`src/rtl/fetch_unit.sv`:
```
// Instruction fetch unit: issues one instruction-memory read at a time,
// queues returned words with their PCs in a small FIFO, and hands them to
// decode in program order. A redirect flushes the queue and restarts
// fetching at the new (word-aligned) target. Any response still in flight
// when the redirect arrives is dropped.
module fetch_unit #(
  parameter int unsigned           ADDR_WIDTH  = 64,
  parameter int unsigned           INSTR_WIDTH = 32,
  parameter logic [ADDR_WIDTH-1:0] RESET_PC    = '0,
  parameter int unsigned           FIFO_DEPTH  = 2
) (
  input  logic                   clk,
  input  logic                   reset,
  input  logic                   redirect_valid,
  input  logic [ADDR_WIDTH-1:0]  redirect_pc,
  output logic                   imem_req_valid,
  input  logic                   imem_req_ready,
  output logic [ADDR_WIDTH-1:0]  imem_req_addr,
  input  logic                   imem_resp_valid,
  input  logic [INSTR_WIDTH-1:0] imem_resp_data,
  output logic                   instr_valid,
  input  logic                   instr_ready,
  output logic [INSTR_WIDTH-1:0] instr,
  output logic [ADDR_WIDTH-1:0]  instr_pc
);

  localparam int unsigned PTR_W = (FIFO_DEPTH > 1) ? $clog2(FIFO_DEPTH) : 1;
  localparam int unsigned CNT_W = $clog2(FIFO_DEPTH + 1);
  localparam logic [PTR_W-1:0] LAST_PTR   = PTR_W'(FIFO_DEPTH - 1);
  localparam logic [CNT_W-1:0] FULL_COUNT = CNT_W'(FIFO_DEPTH);

  // REQ: free to issue, WAIT: one request outstanding whose data we keep,
  // DRAIN: one request outstanding whose data must be thrown away.
  typedef enum logic [1:0] {
    S_REQ   = 2'd0,
    S_WAIT  = 2'd1,
    S_DRAIN = 2'd2
  } state_t;

  state_t state;
  state_t state_next;

  logic [ADDR_WIDTH-1:0]  fetch_pc;
  logic [ADDR_WIDTH-1:0]  req_pc;
  logic [ADDR_WIDTH-1:0]  redirect_target;

  logic [ADDR_WIDTH-1:0]  fifo_pc   [FIFO_DEPTH];
  logic [INSTR_WIDTH-1:0] fifo_data [FIFO_DEPTH];
  logic [PTR_W-1:0]       rd_ptr;
  logic [PTR_W-1:0]       wr_ptr;
  logic [CNT_W-1:0]       fifo_count;

  logic fifo_empty;
  logic fifo_full;
  logic req_fire;
  logic push;
  logic pop;

  function automatic logic [PTR_W-1:0] next_ptr(input logic [PTR_W-1:0] p);
    return (p == LAST_PTR) ? '0 : p + PTR_W'(1);
  endfunction

  // Redirect targets are forced onto a 4-byte boundary.
  assign redirect_target = redirect_pc & ~ADDR_WIDTH'(3);

  assign fifo_empty = (fifo_count == '0);
  assign fifo_full  = (fifo_count == FULL_COUNT);

  assign imem_req_addr = fetch_pc;

  // Decode never sees an entry during reset or in a cycle being flushed.
  assign instr_valid = !fifo_empty && !redirect_valid && !reset;
  assign pop         = instr_valid && instr_ready;
  assign instr       = fifo_data[rd_ptr];
  assign instr_pc    = fifo_pc[rd_ptr];

  // Next-state logic, request strobe and FIFO push decision.
  always_comb begin
    state_next     = state;
    imem_req_valid = 1'b0;
    req_fire       = 1'b0;
    push           = 1'b0;
    unique case (state)
      S_REQ: begin
        imem_req_valid = !fifo_full && !redirect_valid && !reset;
        req_fire       = imem_req_valid && imem_req_ready;
        if (req_fire) begin
          state_next = S_WAIT;
        end
      end
      S_WAIT: begin
        if (imem_resp_valid) begin
          push       = !redirect_valid && !fifo_full;
          state_next = S_REQ;
        end else if (redirect_valid) begin
          state_next = S_DRAIN;
        end
      end
      S_DRAIN: begin
        if (imem_resp_valid) begin
          state_next = S_REQ;
        end
      end
      default: begin
        state_next = S_REQ;
      end
    endcase
  end

  // State register.
  always_ff @(posedge clk) begin
    if (reset) begin
      state <= S_REQ;
    end else begin
      state <= state_next;
    end
  end

  // Fetch PC tracks redirects and advances by one word per accepted request.
  always_ff @(posedge clk) begin
    if (reset) begin
      fetch_pc <= RESET_PC;
      req_pc   <= '0;
    end else if (redirect_valid) begin
      fetch_pc <= redirect_target;
    end else if (req_fire) begin
      req_pc   <= fetch_pc;
      fetch_pc <= fetch_pc + ADDR_WIDTH'(4);
    end
  end

  // FIFO pointers and occupancy; a redirect empties the queue.
  always_ff @(posedge clk) begin
    if (reset || redirect_valid) begin
      rd_ptr     <= '0;
      wr_ptr     <= '0;
      fifo_count <= '0;
    end else begin
      if (push) begin
        wr_ptr <= next_ptr(wr_ptr);
      end
      if (pop) begin
        rd_ptr <= next_ptr(rd_ptr);
      end
      unique case ({push, pop})
        2'b10:   fifo_count <= fifo_count + CNT_W'(1);
        2'b01:   fifo_count <= fifo_count - CNT_W'(1);
        default: fifo_count <= fifo_count;
      endcase
    end
  end

  // FIFO storage; pairs each returned word with the PC it was fetched from.
  always_ff @(posedge clk) begin
    if (push) begin
      fifo_pc[wr_ptr]   <= req_pc;
      fifo_data[wr_ptr] <= imem_resp_data;
    end
  end

endmodule

```
`config.mk`:
```
export PLATFORM = sky130hd
export DESIGN_NAME = fetch_unit
export DESIGN_NICKNAME = d
export VERILOG_FILES = /design/src/rtl/fetch_unit.sv
export SDC_FILE = /design/constraint.sdc
export NUM_CORES = 1
export LEC_CHECK = 0
export CAP_MARGIN = 10
export CORE_MARGIN = 4
export CORE_UTILIZATION = 51
export CTS_CLUSTER_SIZE = 40
export DETAILED_ROUTE_END_ITERATION = 12
export GPL_TIMING_DRIVEN = 0
export PLACE_DENSITY = 0.84
export SETUP_SLACK_MARGIN = 0.02
export SYNTH_ARGS = -nofsm -noshare
export SYNTH_HDL_FRONTEND = slang
export SYNTH_SLANG_ARGS = --single-unit
```
`constraint.sdc`:
```
create_clock -name clk -period 7.7 [get_ports clk]
set_input_delay 0.77 -clock clk [delete_from_list [all_inputs] [get_ports clk]]
set_output_delay 0.77 -clock clk [all_outputs]
set_load 0.05 [all_outputs]
```
==> results.cfg, run 1 <==
[clocking]
clock_sink_count = 319
clock_tree.root_cell = clkbuf_16
cts.hold.buffers_added = 0
cts-root-to-sink-buffers = 3
cts_max_level = 1
setup_repair_bufs_after_cts = 0
cts_tree = yes
clk_pin_slew_ns = 0.06
cts_buffers = 31
postCtsResizedCells = 0
insertion_delay_to_the_later_sink_of_the_worst_skew_pair_ns = 0.57

[die]
core_um2 = 24500
rows = 57
initial_core_util_pct = 52.3
floorplan.die.width_um = 167
die_y_um = 167
floorplan_die_area_um2 = 27800
boundaryPins = 264

[pwr]
ir_worst_vdd_v = 0.000221
power.leakage_nw = 5.75
power_mw = 3.71
power.density_cell_area_nw_per_um2 = 218

[hold_path]
worstHoldPathType = reg2reg
holdCritStartpoint = req_pc[3]
worstHoldPathCells = 0
worst_hold_path.endpoint = fifo_pc[0][3]

[setup_path]
end_kind = primary output
origin_of_the_critical_flop_to_flop_path = fifo_count[1]
r2r-end = req_pc[59]
worstRegToRegCells = 8
setup.worst_path.class = reg2out
path_max_fanout = 10
crit_arrival_ns = 3.39
worst_setup_path_start_kind = flop
r2r_setup_slack_ns = 4.35
cp_data_required_time_ns = 6.93

[layout]
drive_gt1_share_pct = 11.6
flow.area_growth_from_synthesis_pct = 32.3
finalNetCount = 1501
n_fill_cell = 1775

[routing]
detailroute.via_count = 10280
detail_route.iter0.violations = 1050
ant_nets = 0
finalWirelength_mm = 37.0
route.detailed.drc = 0
viasPerCell = 5.88
wl_per_cell_um = 21.2
firstDrtPassIters = 5

[grt]
grt_remaining_overflow = 0
antenna_found_initial = 1
grt_most_used_layer = met2
via_count_of_the_first_global_routing_pass = 10047
grt_first_pass_wirelength_mm = 57.1
groute.layer.met3.usage_pct = 5.93
global_route.usage.met1_pct = 34.5
grt_start_max_net_pins = 33
global_routing_met2_resource_utilization_pct = 41.3
gr-usage-all-layers_pct = 25.7

[synth]
yosys_top_cell_by_area = edfxtp_1
synth.distinct_cells = 48
register_bit_count_reported_by_yosys = 319
yosysSeqAreaShare_pct = 64.4
syn_area_um2 = 12800
post_synth_most_frequent_cells = edfxtp_1, nand2_1, dfxtp_1, a21oi_1, mux2_2
postSynth.topFlopCell = edfxtp_1
most_common_cell_in_the_netlist = edfxtp_1
synthTopCellsByArea = edfxtp_1, dfxtp_1, mux2_2, nand2_1, a21oi_1
synth_top_area_share_pct = 44.0
ys.warnings.count = 0
netlist_instances = 1098
async_reset_ff_share_pct = 0
synth_edf_count = 188
syn-mean-instance-area_um2 = 11.7

[run]
max_cap_violations = 0

[timing]
setup_viol = 0
rsz_0062_raised_after_global_routing = no
skew_ns = 0.0138
timing.hold.ws_ns = 0.446
drv_slew = 0
finalHoldViolCount = 0
max_clock_freq_ghz = 0.240
tightestPinTransition_ns = 1.17
max_slew_margin_pct = 21.0
finalWorstPathRequiredPeriod_ns = 4.16
finalCritPeriodShare_pct = 54.0

[place]
place.gp.congestion = 0.970
detailed_place_hpwl_mm = 26.4
port-buffer-count = 257

[run_status]
status = finished clean
-- sequential cells by signal (all words and copies together), names as in the netlist, named ones only --
signal,flops
rd_ptr,1
req_pc,62
imem_req_addr,62
fifo_data,64
state,2
fifo_pc,124
wr_ptr,1
fifo_count,2
-- cell type report --
type | count | area, um^2 | area share [%]
diodes | 1 | 2.50 | 0.0147
inverters | 6 | 22.5 | 0.133
plain buffers | 74 | 297 | 1.74
clock buffers | 44 | 848 | 4.99
flip-flops and latches | 319 | 8270 | 48.7
clock inverters | 14 | 178 | 1.05
well taps | 324 | 405 | 2.39
repair buffers | 263 | 2690 | 15.8
multi-input cells | 702 | 4280 | 25.2
-- power breakdown --
group          internal [mW]  total (mW)  switching [mW]
Combinational          0.117       0.305           0.188
Sequential              1.82        1.87          0.0447
Clock                  0.900        1.53           0.632
-- how the worst max path moves through the flow --
stage                      end  cells after the start  slack [ns]           start
6_report           instr_pc[4]                      4        3.54            flop
4_1_cts           instr_pc[46]                      4        3.48            flop
3_5_place_dp        req_pc[52]                      9        3.42  redirect_valid
5_1_grt           instr_pc[36]                      4        3.42            flop
3_3_place_gp     fifo_pc[0][7]                      4       -0.92  redirect_valid
2_1_floorplan  fifo_data[0][0]                      3        2.15  redirect_valid
-- placed cells by master, fill, tap and decap left out, types with 11 or more instances in the layout --
master,count
a211oi_1,11
nor2_1,49
clkdlybuf4s50_1,257
edfxtp_1,188
nand3_1,24
clkbuf_1,71
nand2_1,180
and3_1,19
o21ai_0,26
mux2_2,98
nor4_1,15
xnor2_1,17
dfxtp_1,131
nand4_1,21
clkbuf_16,31
nor3_1,23
a31oi_1,20
a21oi_1,104
-- metrics by stage --
| stage | setup WS [ns] | instances | instance area, um^2 | TNS, ns | utilization (%) |
|---|---|---|---|---|---|
| after global placement | -0.920 | 1682 | 15800 | -167.02 | 64.5 |
| after floorplan | 2.15 | 1101 | 12900 | 0 | - |
| after detailed placement | 3.42 | 1688 | 16000 | 0 | 65.1 |
| after CTS | 3.48 | 1746 | 17000 | 0 | 69.3 |
| after global routing | 3.42 | 1747 | 17000 | 0 | 69.3 |
| final | 3.54 | 1747 | 17000 | 0 | 69.3 |
-- worst max-delay path, cell delays in order (launching register included) --
cell and delay (ns):
dfxtp_1 0.40, clkbuf_1 0.73, clkbuf_1 0.57, mux2_2 0.42
clkdlybuf4s50_1 0.70
-- cells by family (layout without fill, tap and decap cells) --
kind of cell               after synthesis  in the layout  synth area share (%)
other                                    1              5                0.0292
muxes                                  100            100                  8.75
and+or+nand+nor                        377            377                  13.8
adders and majority gates                2              2                 0.195
DFF                                    319            319                  64.4
AOI/OAI and AO/OA                      197            197                  8.88
xor gates and xnor gates                22             22                  1.50
buffers and inverters                   80            401                  2.48
-- metal layers --
| metal | part of all wire, % | vias up |
|---|---|---|
| li1 | - | 4646 |
| met2 | 47 | 593 |
| met5 | 0 | - |
| met4 | 3.6 | 0 |
| met3 | 10 | 108 |
| met1 | 40 | 4933 |
Power figures use the tool's default switching activity.
==> run 2: changes to the inputs <==
clock period = 3.9 ns   (was 7.7 ns; I/O delays follow)
==> run 2 against run 1 <==
Effect of this change: first-iteration DRC count is 0.19% higher; setup slack worse by 3.2 ns; clock skew increased by 0.0014 ns; critical path type is now in2reg; non-clock buffer count stayed put; die area unchanged; register-to-register slack worse by 3.8 ns; routed wire length rose by 0.31%; clock power is 98% higher; worst hold slack worse by 0.042 ns; cell area about the same; sequential power rose by 97%.
==> results.cfg, run 2 (same netlist as run 1, synthesis figures left out) <==
[setup_path]
crit_path_cell_trace = clkdlybuf4s50_1, or2_1, clkbuf_1, or4_1, clkbuf_1, clkbuf_1, clkbuf_1, clkbuf_1, nand2_1, a21oi_1
worst_setup_path_start_kind = primary input
worstRegToRegCells = 8
cp_num_buf_inv = 6
slowest_stage = clkdlybuf4s50_1
crit_arrival_ns = 4.05
r2r_setup_slack_ns = 0.57
path_max_fanout = 10
crit_family = buffers and inverters
setup.worst_path.class = in2reg
worst-path-stages = 10
end_kind = flop
cp_data_required_time_ns = 4.38
critical_path.most_common_cell = clkbuf_1
cpPeakStageDelay_ns = 0.61

[layout]
post-route-cell-area_um2 = 17000
mostFrequentLayoutCells = clkdlybuf4s50_1, edfxtp_1, nand2_1
n_fill_cell = 1774
multiInputGateArea_um2 = 4280
finalNetCount = 1501
flow.area_growth_from_synthesis_pct = 32.3
final_cells = 1747
most_common_cell_after_layout_fill_and_taps_aside = clkdlybuf4s50_1
largest_register_ffs = 124
area.sequential_um2 = 8270
reg.largest.list = fifo_pc x124, fifo_data x64
largest_register = fifo_pc
drive_gt1_share_pct = 11.7

[clocking]
cts_tree = yes
clock_tree.root_cell = clkbuf_16
clock_sink_count = 319
cts-root-to-sink-buffers = 3
clk_pin_slew_ns = 0.06
cts_max_level = 1
insertion_delay_to_the_later_sink_of_the_worst_skew_pair_ns = 0.57
cts_buffers = 31

[grt]
groute.layer.met3.usage_pct = 5.93
grt_start_max_net_pins = 33
grt_most_used_layer = met2
global_route.usage.met1_pct = 34.5
antenna_found_initial = 1
grt_first_pass_wirelength_mm = 57.1
gr-usage-all-layers_pct = 25.7
global_routing_met2_resource_utilization_pct = 41.3
via_count_of_the_first_global_routing_pass = 10047
grt_remaining_overflow = 0

[timing]
finalCritPeriodShare_pct = 91.5
tightestPinTransition_ns = 1.18
finalHoldViolCount = 0
fin_tns_setup_ns = 0
max_slew_margin_pct = 20.9
max_clock_freq_ghz = 0.280
drv_slew = 0
setup_viol = 0
skew_ns = 0.0152
layout_setup_ws_ns = 0.330
finalWorstPathRequiredPeriod_ns = 3.57
rsz_0062_raised_after_global_routing = no

[run]
max_cap_violations = 0

[die]
boundaryPins = 264
floorplan.die.width_um = 167
die_y_um = 167
core_um2 = 24500
initial_core_util_pct = 52.3
floorplan_die_area_um2 = 27800
rows = 57

[routing]
wl_per_cell_um = 21.3
detailroute.via_count = 10282
firstDrtPassIters = 5
ant_nets = 0
finalWirelength_mm = 37.1
viasPerCell = 5.89
route.detailed.drc = 0
detail_route.iter0.violations = 1052

[place]
detailed_place_hpwl_mm = 26.4
detailed_place.area_um2 = 16000
port-buffer-count = 257
place.gp.congestion = 0.970
post-place-ws_ns = -0.00118
numPlacedInstances = 1688

[run_status]
status = finished clean

[pwr]
power_frac_seq_pct = 50.4
netSwitchingPower_mw = 1.71
power_mw = 7.32
power.density_cell_area_nw_per_um2 = 431
ir_worst_vdd_v = 0.000437
internal_power_mw = 5.61
power.share.combinational_pct = 8.2
power.share.clock_pct = 41.4
power.leakage_nw = 5.75
swShare_pct = 23.4

[hold_path]
worstHoldPathCells = 1
worstHoldPathType = in2reg
run 2: worst register-to-register path, cell delays in order (launching register included):
cell	delay, ns
dfxtp_1	0.35
nor2b_1	0.29
or4_1	0.16
clkbuf_1	0.46
clkbuf_1	0.47
clkbuf_1	0.58
clkbuf_1	0.55
nand2_1	0.18
a21oi_1	0.20
run 2: cell type report:
cell class                      instances  share of cell area [%]
Inverter                                6                   0.133
Timing Repair Buffer                  263                    15.8
Clock buffer                           44                    4.99
Sequential cell                       319                    48.6
Buffer                                 74                    1.75
Antenna cell                            1                  0.0147
Clock inverter                         14                    1.05
Multi-Input combinational cell        702                    25.2
Tap cell                              324                    2.39
run 2: worst paths after layout:
kind	start	endpoint
worst max-delay path	redirect_valid	req_pc[59]
worst max register to register	fifo_count[1]	req_pc[59]
worst min register to register	req_pc[3]	fifo_pc[0][3]
worst min-delay path	imem_resp_data[21]	fifo_data[1][21]
run 2: timing repair:
action / in CTS / in global routing
hold buffers: 0 / 0
setup buffers: 0 / 0
setup endpoints to repair: 0 / 16
resized for setup: 0 / 3
run 2: per-stage QoR:
stage                     utilization [%]  hold slack (ns)
after floorplan                         -            0.425
after global placement               64.5            0.428
after detailed placement             65.1            0.438
after CTS                            69.3            0.384
after global routing                 69.3            0.398
final                                69.3            0.404
run 2: power groups by stage:
stage / combinational [mW] / clock (mW) / sequential [mW]
after floorplan: 0.186 / 0 / 3.86
after global placement: 0.582 / 0 / 3.76
after detailed placement: 0.592 / 0 / 3.76
after CTS: 0.596 / 3.07 / 3.68
after global routing: 0.632 / 3.21 / 3.69
final: 0.602 / 3.03 / 3.69
run 2: per-layer routing:
metal  vias up  routed length [um]
li1       4642                   -
met1      4945               14800
met2       589               17300
met3       106                3740
met4         0                1330
met5         -                   0
